[src/rtl/micro_sequencer_if.sv]
// Purpose: bundles fetch handshake, control-store programming and micro-op outputs of the sequencer.
// Latency: none, wiring only.
// Backpressure: inst_ready (slave->master) gates opcode acceptance; micro-op outputs have no ready.
interface micro_sequencer_if #(
    parameter int OP_W   = 4,
    parameter int STEP_W = 2,
    parameter int ALU_W  = 8,
    parameter int CTRL_W = 16
);
    logic                        prog_we;
    logic [OP_W+STEP_W-1:0]      prog_addr;
    logic [ALU_W+CTRL_W:0]       prog_data;
    logic                        inst_valid;
    logic                        inst_ready;
    logic [OP_W-1:0]             opcode;
    logic                        stall;
    logic                        uop_valid;
    logic [ALU_W-1:0]            alu_flags;
    logic [CTRL_W-1:0]           ctrl_flags;
    logic [STEP_W-1:0]           step;
    logic                        busy;

    modport master (
        output prog_we, prog_addr, prog_data, inst_valid, opcode, stall,
        input  inst_ready, uop_valid, alu_flags, ctrl_flags, step, busy
    );

    modport slave (
        input  prog_we, prog_addr, prog_data, inst_valid, opcode, stall,
        output inst_ready, uop_valid, alu_flags, ctrl_flags, step, busy
    );
endinterface

[src/rtl/micro_sequencer.sv]
// Purpose: plays a programmable per-opcode micro-op sequence, one registered micro-op per cycle.
// Latency: 1 cycle from opcode accept to step-0 micro-op on the outputs; back-to-back without bubble.
// Backpressure: stall freezes the current micro-op and drops inst_ready; opcodes accepted only on the last step.
module micro_sequencer #(
    parameter int OP_W   = 4,
    parameter int STEP_W = 2,
    parameter int ALU_W  = 8,
    parameter int CTRL_W = 16
) (
    input  logic               clk,
    input  logic               rst,
    micro_sequencer_if.slave   bus
);
    localparam int ADDR_W = OP_W + STEP_W;
    localparam int DEPTH  = 1 << ADDR_W;
    localparam int ENT_W  = 1 + ALU_W + CTRL_W;

    // A store entry left unprogrammed behaves as a single-step NOP.
    localparam logic [ENT_W-1:0]  NOP_ENTRY = {1'b1, {(ENT_W-1){1'b0}}};
    localparam logic [STEP_W-1:0] LAST_STEP = {STEP_W{1'b1}};

    typedef enum logic {IDLE, RUN} state_t;

    state_t              state_q, state_n;
    logic [OP_W-1:0]     op_q, op_n;
    logic [STEP_W-1:0]   step_q, step_n;
    logic                valid_q, valid_n;
    logic                last_q, last_n;
    logic [ALU_W-1:0]    alu_q, alu_n;
    logic [CTRL_W-1:0]   ctrl_q, ctrl_n;

    logic [ENT_W-1:0]    store [DEPTH];
    logic [ADDR_W-1:0]   rd_addr;
    logic [ENT_W-1:0]    rd_ent;
    logic [STEP_W-1:0]   step_inc;
    logic                cur_last;
    logic                accept;

    // The final step always ends the sequence so step can never wrap back to 0 mid-sequence.
    assign cur_last      = last_q | (step_q == LAST_STEP);
    assign bus.inst_ready = (state_q == IDLE) | ((state_q == RUN) & cur_last & ~bus.stall);
    assign accept        = bus.inst_valid & bus.inst_ready;
    assign step_inc      = step_q + STEP_W'(1);

    // A newly accepted opcode reads its step 0; otherwise the next step of the running opcode.
    assign rd_addr = accept ? {bus.opcode, {STEP_W{1'b0}}} : {op_q, step_inc};
    assign rd_ent  = store[rd_addr];

    // Control store: written any cycle; reads this edge still see the pre-write contents.
    always_ff @(posedge clk or posedge rst) begin
        if (rst) begin
            for (int i = 0; i < DEPTH; i++) begin
                store[i] <= NOP_ENTRY;
            end
        end else if (bus.prog_we) begin
            store[bus.prog_addr] <= bus.prog_data;
        end
    end

    // Sequencer state and registered micro-op outputs.
    always_ff @(posedge clk or posedge rst) begin
        if (rst) begin
            state_q <= IDLE;
            op_q    <= '0;
            step_q  <= '0;
            valid_q <= 1'b0;
            last_q  <= 1'b0;
            alu_q   <= '0;
            ctrl_q  <= '0;
        end else begin
            state_q <= state_n;
            op_q    <= op_n;
            step_q  <= step_n;
            valid_q <= valid_n;
            last_q  <= last_n;
            alu_q   <= alu_n;
            ctrl_q  <= ctrl_n;
        end
    end

    // Next-state: start, advance, chain the next opcode, or retire to IDLE with NOP outputs.
    always_comb begin
        state_n = state_q;
        op_n    = op_q;
        step_n  = step_q;
        valid_n = valid_q;
        last_n  = last_q;
        alu_n   = alu_q;
        ctrl_n  = ctrl_q;

        case (state_q)
            IDLE: begin
                if (accept) begin
                    state_n = RUN;
                    op_n    = bus.opcode;
                    step_n  = '0;
                    valid_n = 1'b1;
                    last_n  = rd_ent[ENT_W-1];
                    alu_n   = rd_ent[ALU_W+CTRL_W-1:CTRL_W];
                    ctrl_n  = rd_ent[CTRL_W-1:0];
                end
            end
            RUN: begin
                if (!bus.stall) begin
                    if (!cur_last) begin
                        step_n = step_inc;
                        last_n = rd_ent[ENT_W-1];
                        alu_n  = rd_ent[ALU_W+CTRL_W-1:CTRL_W];
                        ctrl_n = rd_ent[CTRL_W-1:0];
                    end else if (accept) begin
                        op_n   = bus.opcode;
                        step_n = '0;
                        last_n = rd_ent[ENT_W-1];
                        alu_n  = rd_ent[ALU_W+CTRL_W-1:CTRL_W];
                        ctrl_n = rd_ent[CTRL_W-1:0];
                    end else begin
                        state_n = IDLE;
                        step_n  = '0;
                        valid_n = 1'b0;
                        last_n  = 1'b0;
                        alu_n   = '0;
                        ctrl_n  = '0;
                    end
                end
            end
            default: begin
                state_n = IDLE;
            end
        endcase
    end

    assign bus.uop_valid  = valid_q;
    assign bus.alu_flags  = alu_q;
    assign bus.ctrl_flags = ctrl_q;
    assign bus.step       = step_q;
    assign bus.busy       = (state_q == RUN);
endmodule

[src/flat_wrapper.sv]
// flat-port wrapper written by rule: the top's interface ports become plain ports
module micro_sequencer_flat 
#(
    parameter int OP_W   = 4,
    parameter int STEP_W = 2,
    parameter int ALU_W  = 8,
    parameter int CTRL_W = 16
)
  (clk, rst, bus_prog_we, bus_prog_addr, bus_prog_data, bus_inst_valid, bus_opcode, bus_stall, bus_inst_ready, bus_uop_valid, bus_alu_flags, bus_ctrl_flags, bus_step, bus_busy);
  micro_sequencer_if #(.OP_W(OP_W), .STEP_W(STEP_W), .ALU_W(ALU_W), .CTRL_W(CTRL_W)) bus_i ();
  input  logic clk;
  input  logic rst;
  input wire logic [$bits(bus_i.prog_we)-1:0] bus_prog_we;
  input wire logic [$bits(bus_i.prog_addr)-1:0] bus_prog_addr;
  input wire logic [$bits(bus_i.prog_data)-1:0] bus_prog_data;
  input wire logic [$bits(bus_i.inst_valid)-1:0] bus_inst_valid;
  input wire logic [$bits(bus_i.opcode)-1:0] bus_opcode;
  input wire logic [$bits(bus_i.stall)-1:0] bus_stall;
  output wire logic [$bits(bus_i.inst_ready)-1:0] bus_inst_ready;
  output wire logic [$bits(bus_i.uop_valid)-1:0] bus_uop_valid;
  output wire logic [$bits(bus_i.alu_flags)-1:0] bus_alu_flags;
  output wire logic [$bits(bus_i.ctrl_flags)-1:0] bus_ctrl_flags;
  output wire logic [$bits(bus_i.step)-1:0] bus_step;
  output wire logic [$bits(bus_i.busy)-1:0] bus_busy;
  assign bus_i.prog_we = bus_prog_we;
  assign bus_i.prog_addr = bus_prog_addr;
  assign bus_i.prog_data = bus_prog_data;
  assign bus_i.inst_valid = bus_inst_valid;
  assign bus_i.opcode = bus_opcode;
  assign bus_i.stall = bus_stall;
  assign bus_inst_ready = bus_i.inst_ready;
  assign bus_uop_valid = bus_i.uop_valid;
  assign bus_alu_flags = bus_i.alu_flags;
  assign bus_ctrl_flags = bus_i.ctrl_flags;
  assign bus_step = bus_i.step;
  assign bus_busy = bus_i.busy;
  micro_sequencer #(.OP_W(OP_W), .STEP_W(STEP_W), .ALU_W(ALU_W), .CTRL_W(CTRL_W)) u_core (.clk(clk), .rst(rst), .bus(bus_i));
endmodule
[config.mk]
export PLATFORM = sky130hd
export DESIGN_NAME = micro_sequencer_flat
export DESIGN_NICKNAME = d
export VERILOG_FILES = /design/src/rtl/micro_sequencer_if.sv /design/src/rtl/micro_sequencer.sv /design/src/flat_wrapper.sv
export SDC_FILE = /design/constraint.sdc
export NUM_CORES = 2
export LEC_CHECK = 0
export ABC_AREA = 0
export BUFFER_PORTS_ARGS = -buffer_cell sky130_fd_sc_hd__buf_2
export CORE_ASPECT_RATIO = 1.4
export CORE_MARGIN = 2
export CORE_UTILIZATION = 35
export DETAILED_ROUTE_END_ITERATION = 7
export GPL_TIMING_DRIVEN = 0
export PLACE_DENSITY_LB_ADDON = 0.08
export SYNTH_ARGS = -nofsm -noshare
export SYNTH_HDL_FRONTEND = slang
export SYNTH_SLANG_ARGS = --single-unit
[constraint.sdc]
create_clock -name clk -period 58.2 [get_ports clk]
set_clock_uncertainty 0.1 [all_clocks]
set_input_delay 0 -clock clk [delete_from_list [all_inputs] [get_ports clk]]
set_output_delay 0 -clock clk [all_outputs]
set_load 0.02 [all_outputs]
---- Yosys cells after proc, flatten, opt, wreduce, memory -nomap -nowiden ----
Cells that the tools add are included.
storage, ports and cells
  flip-flop bits (word level) ............. 1633
  output and inout port bits .............. 29
  logic and storage cells ................. 132
operators by class
  add/sub/neg operators ................... 1
  order comparisons ....................... 3
  equality and inequality tests ........... 5
  multiplexer cells ....................... 39
  bitwise operators ....................... 9
  reductions and logical operators ........ 4
operators by type and width
  kind                   count
  $bwmux W1600           1
  $bmux W25 S6           1
  $demux W25 S6          1
  $mux W25               3
  $mux W16               4
  $mux W8                4
  $pmux W16 S2           1
  $pmux W8 S2            1
  $ge A7 B7 Y1 const B   2
  $not A6 Y7             2
  $mux W4                3
  $mux W1                11
  $pmux W4 S2            1
  $lt A7 B1 Y1 const B   1
  $mux W2                3
  $mux W6                1
  $ne A2 B2 Y1 const B   3
  $pmux W1 S2            3
  $pmux W2 S2            1
  $reduce_and A2 Y1      2
  $reduce_and A4 Y1      1
  $and A1 B1 Y1          3
  $add A2 B1 Y2 const B  1
  $eq A2 B2 Y1 const B   1
  4 further kinds        6

---- Logic depth before layout (Yosys ltp) ----
  word-level depth ........................ 15
  depth in mapped cells ................... 13
  depth with buffers taken out ............ 10

---- Least setup slack after synthesis ----
OpenSTA, ideal clock, no wires.
  path type ............................... reg2reg
  from .................................... register u_core.step_q[0] (netlist: u_core.bus.step[0])
  to ...................................... register u_core.alu_q[6] (netlist: u_core.bus.alu_flags[6])
  arrival ................................. 2709 ps
  required time ........................... 57978 ps
  setup slack ............................. 55269 ps
  stages on the path, launching flop included .. 11
  path buffers ............................ 1
  period minus slack after synthesis ...... 2931 ps
  cells stage by stage .................... dfrtp_1 ha_1 or2_1 a21oi_4 buf_6 nor3_1 a21oi_2 nor3_1 or4_1 a211o_1 a32o_1
on the way
  cells in the longest elaborated chain, start to end .. 15
  elaborated cells on any way between the ends .. 19
  those cells by class .................... add/sub: 1; eq/ne: 2; mux: 9; bitwise: 6; reduce/logical: 1
ends and longest elaborated chain
  element                                      line                    RTL
  start, declared                              micro_sequencer.sv:26   logic [STEP_W-1:0] step_q, step_n;
  start signal, assigned                       micro_sequencer.sv:73   step_q <= step_n;
  $eq A2 B2 Y1                                 micro_sequencer.sv:40   assign cur_last = last_q | (step_q == LAST_STEP);
  $or A1 B1 Y1                                 micro_sequencer.sv:40
  $and A1 B1 Y1 (2 in a row)                   micro_sequencer.sv:41   assign bus.inst_ready = (state_q == IDLE) | ((state_q == RUN) & cur_last & ~bus.stall);
  $or A1 B1 Y1                                 micro_sequencer.sv:41
  $and A1 B1 Y1                                micro_sequencer.sv:42   assign accept = bus.inst_valid & bus.inst_ready;
  $mux W6                                      micro_sequencer.sv:46   assign rd_addr = accept ? {bus.opcode, {STEP_W{1'b0}}} : {op_q, step_inc};
  $not A6 Y7 (implied by the code)             micro_sequencer.sv:47   assign rd_ent = store[rd_addr];
  $bmux W25 S6                                 micro_sequencer.sv:47
  $mux W25 (implied by the code) (2 in a row)  micro_sequencer.sv:47
  $mux W8                                      micro_sequencer.sv:110  end else if (accept) begin
  $mux W8                                      micro_sequencer.sv:105  if (!cur_last) begin
  $mux W8                                      micro_sequencer.sv:104  if (!bus.stall) begin
  $pmux W8 S2                                  micro_sequencer.sv:91   case (state_q)
  end signal, assigned                         micro_sequencer.sv:76   alu_q <= alu_n;
  end, declared                                micro_sequencer.sv:29   logic [ALU_W-1:0] alu_q, alu_n;
Parallel ways exist; a longest one is shown, timed or not. The select of a mux whose other input is x is not followed.
A chain may end at the register's enable or synchronous reset.

---- Worst setup path after layout ----
  from .................................... register u_core.step_q[1] (netlist: u_core.bus.step[1])
  to ...................................... register u_core.ctrl_q[15] (netlist: u_core.bus.ctrl_flags[15])
on the way
  cells in the longest elaborated chain, start to end .. 15
  elaborated cells on any way between the ends .. 19
  those cells by class .................... add/sub: 1; eq/ne: 2; mux: 9; bitwise: 6; reduce/logical: 1
ends and longest elaborated chain
  element                                      line                    RTL
  $eq A2 B2 Y1                                 micro_sequencer.sv:40
  $or A1 B1 Y1                                 micro_sequencer.sv:40
  $and A1 B1 Y1 (2 in a row)                   micro_sequencer.sv:41
  $or A1 B1 Y1                                 micro_sequencer.sv:41
  $and A1 B1 Y1                                micro_sequencer.sv:42
  $mux W6                                      micro_sequencer.sv:46
  $not A6 Y7 (implied by the code)             micro_sequencer.sv:47
  $bmux W25 S6                                 micro_sequencer.sv:47
  $mux W25 (implied by the code) (2 in a row)  micro_sequencer.sv:47
  $mux W16                                     micro_sequencer.sv:110
  $mux W16                                     micro_sequencer.sv:105
  $mux W16                                     micro_sequencer.sv:104
  $pmux W16 S2                                 micro_sequencer.sv:91
  end signal, assigned                         micro_sequencer.sv:77   ctrl_q <= ctrl_n;
  end, declared                                micro_sequencer.sv:30   logic [CTRL_W-1:0] ctrl_q, ctrl_n;
Parallel ways exist; a longest one is shown, timed or not. The select of a mux whose other input is x is not followed.

==> run metrics <==
total grt overflow=0; clock-pin slew on the worst setup and hold paths=0.06 ns; Mapped Area=75700 um2; H-tree levels=4; failing checks=capacitance limit, slew limit; share of total power in sequential cells=27.5%; Avg Synthesized Cell Area=12.8 um2; Yosys warnings=0; share of the synthesized area in the top cell type=51.9%; Highest Clock Rate=139 MHz; Final Cycle Share=12.4%; Final GP Congestion=1.02; NetSw=2540 uW; final hold violations=0; clk_lat worst skew=0.89 ns; Synth Net Count=5974; initial antenna violation count=101; most common cell in the synthesized netlist=mux2_2; Worst-Margin Slew=1.66 ns; Slew headroom=-10.9%; most area-consuming cells after synthesis=dfrtp_1, mux2_2, dfstp_2; FF+latch count, synth=1633; Initial Util=35.1%; starting DRC count in detailed routing=8175; routed via count=62120; startpoint types=flip-flop; CP Max Fanout=10; CP Capture Point=u_core.bus.ctrl_flags[15]$_DFFE_PP0P_; Critical Path Slowest Stage Cell=nand3_1; reg2reg start=u_core.bus.step[1]$_DFFE_PP0P_; Yosys top cell by area=dfrtp_1; crit path launch=u_core.bus.step[1]$_DFFE_PP0P_; sequential share of the synthesized area=54.1%; Async S/R FF share, synth=100%; Post-synth EDFFs=0; CTS tree=yes; unrepaired setup endpoints after global routing=false; first-pass iteration count of the detailed router=8; Peak VDD IR=0.0648 mV; first-pass GRT wire length=610 mm; antenna-violating nets left=0; P per Cell Area=57.6 nW/um2; reg2reg setup slack=50.99 ns; placed insts=8899; largest net degree at the start of global routing=124; drt via density=6.65; minimum clock period=7.21 ns; critical path capture point type=flip-flop; Setup Total Neg Slack=0 ns; nets@finish=6306; die height=554 um; HP Start=bus_stall; Finished Layout Cells=9340; Hold Path Class=in -> reg; global-route usage over all layers=42.6%; endpoints failing setup=0; post-synth cell types=87; Worst Reg2Reg Path Length in Cells=9; CP required=58.83 ns; Syn Inst Count=5933; Post-synth top flop=dfrtp_1; clock net sink count=1633; IO Port Bufs=42; die width=397 um; Worst path max stage delay=1.39 ns; Worst Setup Path Type=reg -> reg; final WL=476 mm; P_leak=0.0395 uW; crit-path cells=ha_1 > buf_2 > clkinv_1 > nor2_2 > clkbuf_1 > nand3_1 > o22ai_1 > nor4_1 > o41ai_1; outcome=finished, violations left; Max Cap Viol=18; Clock Power Share=23.7%; clk root buf=clkbuf_16; Reg-to-Reg End=u_core.bus.ctrl_flags[15]$_DFFE_PP0P_; Overall Power=5060 uW; pre-CTS WS=51.44 ns; die area=220000 um2; DP HPWL=333 mm; vias in the first global route=58404; DRC violations left=0; fraction of layout cells with a size suffix above 1=38.5%; Top Ports=69; routed len/inst=51.0 um; Switching Fraction=50.2%; P_int=2520 uW; synth-to-layout area growth=16.0%; Clock Path Buffers=4; Commonest cells post-synth=mux2_2, dfrtp_1, clkbuf_1; Slew Viols, Final=145; Core ar.=216000 um2; number of CTS-inserted buffers=183; CP arrival=7.84 ns; Comb pwr share=48.8%; post-route setup slack=50.99 ns; row cnt=202
flip-flops by register name, indices dropped and copies added, names as in the netlist:
name	flops
u_core.op_q	4
u_core.bus.step	2
u_core.bus.busy	1
u_core.bus.uop_valid	1
u_core.bus.alu_flags	8
u_core.last_q	1
u_core.store	1600
u_core.bus.ctrl_flags	16
power by group through the flow:
stage | sequential [uW] | combinational (uW) | clock (uW)
after floorplan | 1390 | 840 | 0
after global placement | 1410 | 2200 | 0
after detailed placement | 1410 | 2290 | 0
after CTS | 1390 | 2300 | 1200
after global routing | 1410 | 2370 | 1240
final | 1390 | 2470 | 1200
repair_timing:
action                                 in CTS  in global routing
setup buffers                               0                  0
resized for setup                           0                  0
setup endpoints to repair                   0                  0
hold buffers                               36                  0
endpoints found under the hold margin     589                  0
metal layers:
layer,part of all wire (%),vias to the layer above,track usage [%]
met5,0.065,-,0
met1,38,33297,51.9
met4,9.5,36,35.1
met2,43,4459,61.2
met3,10,1480,13.9
li1,-,22848,-
layout by cell type (no fill, tap or decap), types with 24 or more instances in the layout:
cell type | synthesis | routed
dlygate4sd3_1 | 0 | 36
clkbuf_8 | 0 | 52
o211ai_1 | 26 | 26
clkbuf_1 | 405 | 341
clkbuf_16 | 0 | 185
o221ai_1 | 98 | 98
dfstp_2 | 64 | 64
clkbuf_2 | 1 | 100
nor2_1 | 127 | 121
a21oi_1 | 162 | 162
a31oi_1 | 38 | 38
mux2_2 | 1663 | 1663
dfrtp_1 | 1569 | 1569
o31ai_1 | 28 | 25
buf_2 | 96 | 174
a22oi_1 | 51 | 50
nand3_1 | 45 | 41
buf_1 | 94 | 58
o21ai_0 | 159 | 159
buf_16 | 0 | 32
diode_2 | 0 | 96
nor3_1 | 143 | 140
mux4_2 | 42 | 42
mux2i_1 | 151 | 150
o22ai_1 | 121 | 120
buf_12 | 0 | 24
a221oi_1 | 181 | 181
nand2_1 | 324 | 324
a211oi_1 | 46 | 46
worst max-delay path, delay by kind of cell (launching register included):
| kind | cells | cell delay (ns) |
|---|---|---|
| compound gates | 2 | 1.18 |
| fa+ha+maj | 1 | 0.30 |
| buf+inv | 3 | 2.17 |
| flops | 1 | 0.44 |
| simple gates | 3 | 2.86 |
cell families after synthesis:
family                   count (synthesis)  share of synthesized area [%]
multiplexers                          1856                           28.0
adder cells (fa/ha/maj)                  1                         0.0165
AND/OR/NAND/NOR                        757                           4.54
AO/OA/AOI/OAI                         1061                           10.0
buffers and inverters                  625                           3.32
flip-flops                            1633                           54.1
final cells by class:
type                            instances  area, um2
Clock inverter                         36        372
Antenna cell                           96        240
Fill cell                           20466     128000
Buffer                                606       2610
Clock buffer                          272       5480
Tap cell                             2856       3570
Timing Repair Buffer                  147       2110
Multi-Input combinational cell       3675      32300
Inverter                               19       78.8
Sequential cell                      1633      40900
through the flow:
step	utilization (%)	cell area (um2)	hold WS [ns]
final	40.7	87800	0.0737
after detailed placement	37.7	81300	-0.0135
after floorplan	-	75700	0.0831
after global routing	40.6	87600	0.0527
after global placement	36.9	79500	0.336
after CTS	40.6	87500	0.0332
how the worst min path moves through the flow:
stage,end,cells after the start
after global placement,u_core.bus.busy$_DFF_PP0_,3
after floorplan,u_core.bus.step[0]$_DFFE_PP0P_,3
after CTS,u_core.bus.busy$_DFF_PP0_,4
after global routing,u_core.store[59]$_DFFE_PP0P_,2
after detailed placement,u_core.store[1145]$_DFFE_PP0P_,2
final,u_core.bus.busy$_DFF_PP0_,4
Note: power is estimated with default switching activity, not from simulation.
